`src/rtl/xy_output_arbiter_pkg.sv`:
```
// xy_output_arbiter_pkg: shared switch port indices, arbiter defaults and FSM state type
package xy_output_arbiter_pkg;
   localparam int PORT_N = 0;
   localparam int PORT_E = 1;
   localparam int PORT_S = 2;
   localparam int PORT_W = 3;
   localparam int PORT_L = 4;
   localparam int N_IN_DEFAULT = 5;
   typedef enum logic [0:0] {IDLE = 1'b0, BUSY = 1'b1} arb_state_e;
endpackage

```
`src/rtl/xy_output_arbiter_rr_pick.sv`:
```
// rr_pick: rotate-priority encoder picking the first request at or above ptr, wrapping mod N
module rr_pick #(
   parameter int N = 5,
   localparam int W = $clog2(N)
) (
   input  logic [N-1:0] req,
   input  logic [W-1:0] ptr,
   output logic [N-1:0] onehot,
   output logic [W-1:0] idx,
   output logic         any
);
   assign any = |req;
   always_comb begin
      int j;
      j = 0;
      idx = '0;
      // scan farthest offset first so the nearest requester from ptr wins
      for (int k = N - 1; k >= 0; k--) begin
         j = (int'(ptr) + k >= N) ? int'(ptr) + k - N : int'(ptr) + k;
         if (req[j]) idx = j[W-1:0];
      end
      onehot = any ? N'(1) << idx : '0;
   end
endmodule

```
`src/rtl/xy_output_arbiter.sv`:
```
// xy_output_arbiter: round-robin, packet-locked (wormhole) arbiter for one mesh switch output
module xy_output_arbiter
   import xy_output_arbiter_pkg::*;
#(
   parameter int N_IN = N_IN_DEFAULT,
   localparam int SEL_WIDTH = $clog2(N_IN)
) (
   input  logic                 clk_i,
   input  logic                 rst_ni,
   input  logic [N_IN-1:0]      req_i,
   input  logic [N_IN-1:0]      tail_i,
   input  logic                 out_full_i,
   output logic [N_IN-1:0]      rd_en_o,
   output logic [N_IN-1:0]      grant_o,
   output logic [SEL_WIDTH-1:0] sel_o,
   output logic                 valid_o,
   output logic                 busy_o
);
   arb_state_e           state_q;
   logic [SEL_WIDTH-1:0] rr_ptr_q, g_q, pick_idx;
   logic [N_IN-1:0]      grant_q, pick_oh;
   logic                 pick_any, rd_any, tail_rd;

   rr_pick #(.N(N_IN)) u_pick (
      .req    (req_i),
      .ptr    (rr_ptr_q),
      .onehot (pick_oh),
      .idx    (pick_idx),
      .any    (pick_any)
   );

   assign rd_any  = (state_q == BUSY) & req_i[g_q] & ~out_full_i;
   assign rd_en_o = rd_any ? grant_q : '0;
   assign tail_rd = rd_any & tail_i[g_q];
   assign grant_o = grant_q;
   assign busy_o  = (state_q == BUSY);

   always_ff @(posedge clk_i or negedge rst_ni) begin
      if (!rst_ni) begin
         state_q  <= IDLE;
         rr_ptr_q <= '0;
         g_q      <= '0;
         grant_q  <= '0;
         sel_o    <= '0;
         valid_o  <= 1'b0;
      end else begin
         valid_o <= rd_any;
         if (rd_any) sel_o <= g_q;
         if (state_q == IDLE && pick_any) begin
            state_q <= BUSY;
            grant_q <= pick_oh;
            g_q     <= pick_idx;
         end else if (tail_rd) begin
            state_q  <= IDLE;
            grant_q  <= '0;
            rr_ptr_q <= (g_q == SEL_WIDTH'(N_IN - 1)) ? '0 : g_q + 1'b1;
         end
      end
   end
endmodule

```
`config.mk`:
```
export PLATFORM = sky130hd
export DESIGN_NAME = xy_output_arbiter
export DESIGN_NICKNAME = d
export VERILOG_FILES = /design/src/rtl/xy_output_arbiter_pkg.sv /design/src/rtl/xy_output_arbiter_rr_pick.sv /design/src/rtl/xy_output_arbiter.sv
export SDC_FILE = /design/constraint.sdc
export NUM_CORES = 1
export LEC_CHECK = 0
export ABC_AREA = 1
export CORE_ASPECT_RATIO = 0.9
export CORE_UTILIZATION = 40
export DETAILED_ROUTE_END_ITERATION = 7
export HOLD_SLACK_MARGIN = 0.12
export SLEW_MARGIN = 20
export SYNTH_ARGS = -nofsm -noshare
export SYNTH_HDL_FRONTEND = slang
export SYNTH_HIERARCHICAL = 1
export SYNTH_SLANG_ARGS = --single-unit
```
`constraint.sdc`:
```
create_clock -name clk_i -period 3.45 [get_ports clk_i]
set_clock_uncertainty 0.05 [all_clocks]
set_input_delay 0.69 -clock clk_i [delete_from_list [all_inputs] [get_ports clk_i]]
set_output_delay 0.69 -clock clk_i [all_outputs]
set_load 0.02 [all_outputs]
```
==> results.yml, run 1 <==
setup_path:
  critical_path_class: "primary input to primary output"
  cp.arrival_ns: 2.44
  critPathLaunchType: "primary input"
  reg2reg_depth: 18
  r2r-start: "rr_ptr_q[1]"
  cp.required_ns: 2.71
  r2r_slack_ns: 0.54
  worst_setup_path_end_kind: "primary output"
  critPathMaxFanout: 12
  r2r-end: "grant_o[2]"
logic_synthesis:
  synth_commonest_cells: "93 x nand2_1, 42 x nand3_1, 38 x inv_1"
  synth_edf_count: 0
  yosysTopAreaCell: "dfrtp_1"
  yosysWarnings: 6
  postSynthCellCount: 296
  yosysMostFrequentCell: "nand2_1"
  synth_cell_types: 32
  mappedNetlistNets: 324
  synth-seq-cells: 16
  synth_top_area_share_pct: 21.6
  synth_area_mm2: 0.00185
  netlist_top_cells_area: "dfrtp_1 22%, nand2_1 19%, nand3_1 11%, ha_1 9.4%, inv_1 7.7%"
  avgSynthCellArea_um2: 6.26
  ys_seq_area_share_pct: 21.6
  ys.flop_type: "dfrtp_1"
  synthArstFlopShare_pct: 100
global_route:
  grt_max_degree: 17
  grt_pass1_vias: 1503
  grt.total_usage_pct: 19.1
  grt_overflow_total: 0
  antenna_found_initial: 0
  grt_pass1_wl_mm: 7.22
pwr:
  comb_power_share_pct: 44.2
  p_clk_share_pct: 23.1
  total_power_mw: 0.725
  power.leakage_nw: 1.14
  p_sw_mw: 0.279
  p_per_area_mw_per_mm2: 323
  cellInternalPower_mw: 0.446
  switching_share_pct: 38.5
  sequentialPowerShare_pct: 32.7
  ir_drop_mv: 0.256
floorplan:
  core_mm2: 0.00446
  fp.dieW_um: 73.8
  dieArea_mm2: 0.00491
  ios: 28
  row_count: 23
  die-height_um: 66.6
  initial_core_util_pct: 41.6
routing:
  wire_per_inst_um: 11.3
  vias: 1828
  drt_iter0_markers: 95
  wl_mm: 4.37
  first_pass_iters: 4
  viasPerCell: 4.72
  ant_nets: 0
  drc: 0
clocking:
  root_buffer: "clkbuf_8"
  path_clk_slew_ns: 0.06
  htree_levels: 1
  postCtsSetupRepairBufs: 0
  cts_tree: "built"
  cts_buffers: 3
  insertion_delay_ns: 0.25
  cts_hold_buf: 0
  clockBufferDepth: 2
  cts_resized: 0
  clock_sinks: 16
final_layout:
  drive_gt1_share_pct: 12.6
  antennaDiodeCount: 0
  nets: 354
  n_fill_cell: 475
  final_area_mm2: 0.00224
  synthToLayoutAreaGrowth_pct: 20.9
sta:
  finalCriticalPeriod_ns: 3.18
  worst_hold_slack_ns: 0.440
  relSlewSlack_pct: 50.1
  rsz0062_at_grt: "no"
  worst_slew_pin_slew_ns: 0.745
  setup_viol_count_final: 0
  hold_viol: 0
  maxSlewViolCount: 0
  fin_crit_sh_pct: 92.2
  fin_ws_ns: 0.270
  fmax_mhz: 314
  setup-tns-final_ns: 0
hold_path:
  hold_end: "sel_o[2]"
  hold_depth: 2
  min_from: "sel_o[2]"
  hp-class: "flop to flop"
place:
  port_buffers: 27
  dp_slack_ns: 0.260
  dp_hpwl_mm: 3.52
  dpl_cell_area_mm2: 0.00219
  gp_congestion: 0.881
outcome:
  outcome: "complete, no violations"
flow_run:
  cap_violations: 0
-- registers in the layout (all words and copies together), names as in the netlist --
signal    flops
valid_o       1
busy_o        1
g_q           3
rr_ptr_q      3
grant_o       5
sel_o         3
-- how the worst max path moves through the flow --
stage / startpoint / endpoint / slack, ns / cells past startpoint
4_1_cts: req_i[2] / rd_en_o[4] / 0.26 / 8
3_5_place_dp: req_i[2] / rd_en_o[4] / 0.26 / 8
6_report: req_i[2] / rd_en_o[4] / 0.27 / 8
5_1_grt: req_i[2] / rd_en_o[3] / 0.07 / 8
2_1_floorplan: rr_ptr_q[0] / grant_o[0] / 0.83 / 21
3_3_place_gp: req_i[2] / rd_en_o[1] / 0.31 / 8
-- stage by stage --
step	std cells	util (%)
finish	387	50.2
detailed placement	383	49.0
floorplan	296	-
global route	387	50.2
global placement	383	49.0
CTS	387	50.2
-- layout make-up --
class | count | area, µm² | area share (%)
Multi-Input combinational cell | 230 | 1250 | 55.8
Timing Repair Buffer | 29 | 285 | 12.7
Clock buffer | 4 | 55.1 | 2.46
Tap cell | 62 | 77.6 | 3.46
Sequential cell | 16 | 400 | 17.9
Inverter | 46 | 173 | 7.71
-- power by group through the flow --
stage,logic (mW),registers (mW),clock network [mW]
floorplan,0.189,0.266,0
global placement,0.321,0.241,0
detailed placement,0.320,0.241,0
CTS,0.322,0.238,0.172
global route,0.363,0.242,0.178
finish,0.320,0.237,0.167
-- cell families after synthesis --
logic type / count (synthesis) / share of synthesized area [%]
simple gates: 178 / 43.0
buf+inv: 50 / 11.0
xor+xnor: 3 / 2.23
fa+ha+maj: 15 / 10.5
compound gates: 34 / 11.7
flops: 16 / 21.6
-- placed cells by master, fill, tap and decap left out, types with 2 or more instances in the layout --
cell type        Yosys  layout
o21ai_2              4       4
inv_1               38      38
nand2_2             10      10
nor2_2               2       2
nand3_1             42      42
clkbuf_8             0       4
clkdlybuf4s50_1      0      27
a21oi_1              3       3
nand2_1             93      93
nor2_1              22      22
inv_2                8       8
buf_4                0       2
o211ai_1             3       3
nand3_2              4       4
ha_1                14      14
xor2_2               2       2
o21ai_0             14      14
dfrtp_1             16      16
o21ai_1              4       4
-- critical path, cell delays in order --
cell and delay, ns:
clkdlybuf4s50_1 0.56, inv_1 0.07, nand2_1 0.06, nand3_1 0.06, nand3_1 0.10, nand2_2 0.16
nor2_1 0.13, clkdlybuf4s50_1 0.61
-- layer usage --
metal	GRT usage, %	share of wire, %
met2	27.9	43
met1	30.0	53
met3	3.63	4.1
met5	0	0
met4	0.721	0
Note: power is estimated with default switching activity, not from simulation.
==> run 2: changes to the inputs <==
==> constraint.sdc (replaced) <==
create_clock -name clk_i -period 3.4 [get_ports clk_i]
set_clock_uncertainty 0.05 [all_clocks]
set_input_delay 0.68 -clock clk_i [delete_from_list [all_inputs] [get_ports clk_i]]
set_output_delay 0.68 -clock clk_i [all_outputs]
set_load 0.02 [all_outputs]
==> results of run 2 <==
Same layout as run 1 (identical final DEF). Status: complete, no violations.
Main changes from that run: setup slack after placement 0.260 ns -> 0.230 ns; setup slack after layout 0.270 ns -> 0.240 ns; register-to-register setup slack 0.54 ns -> 0.49 ns; total power 0.725 mW -> 0.735 mW; worst IR drop on VDD 0.256 mV -> 0.260 mV
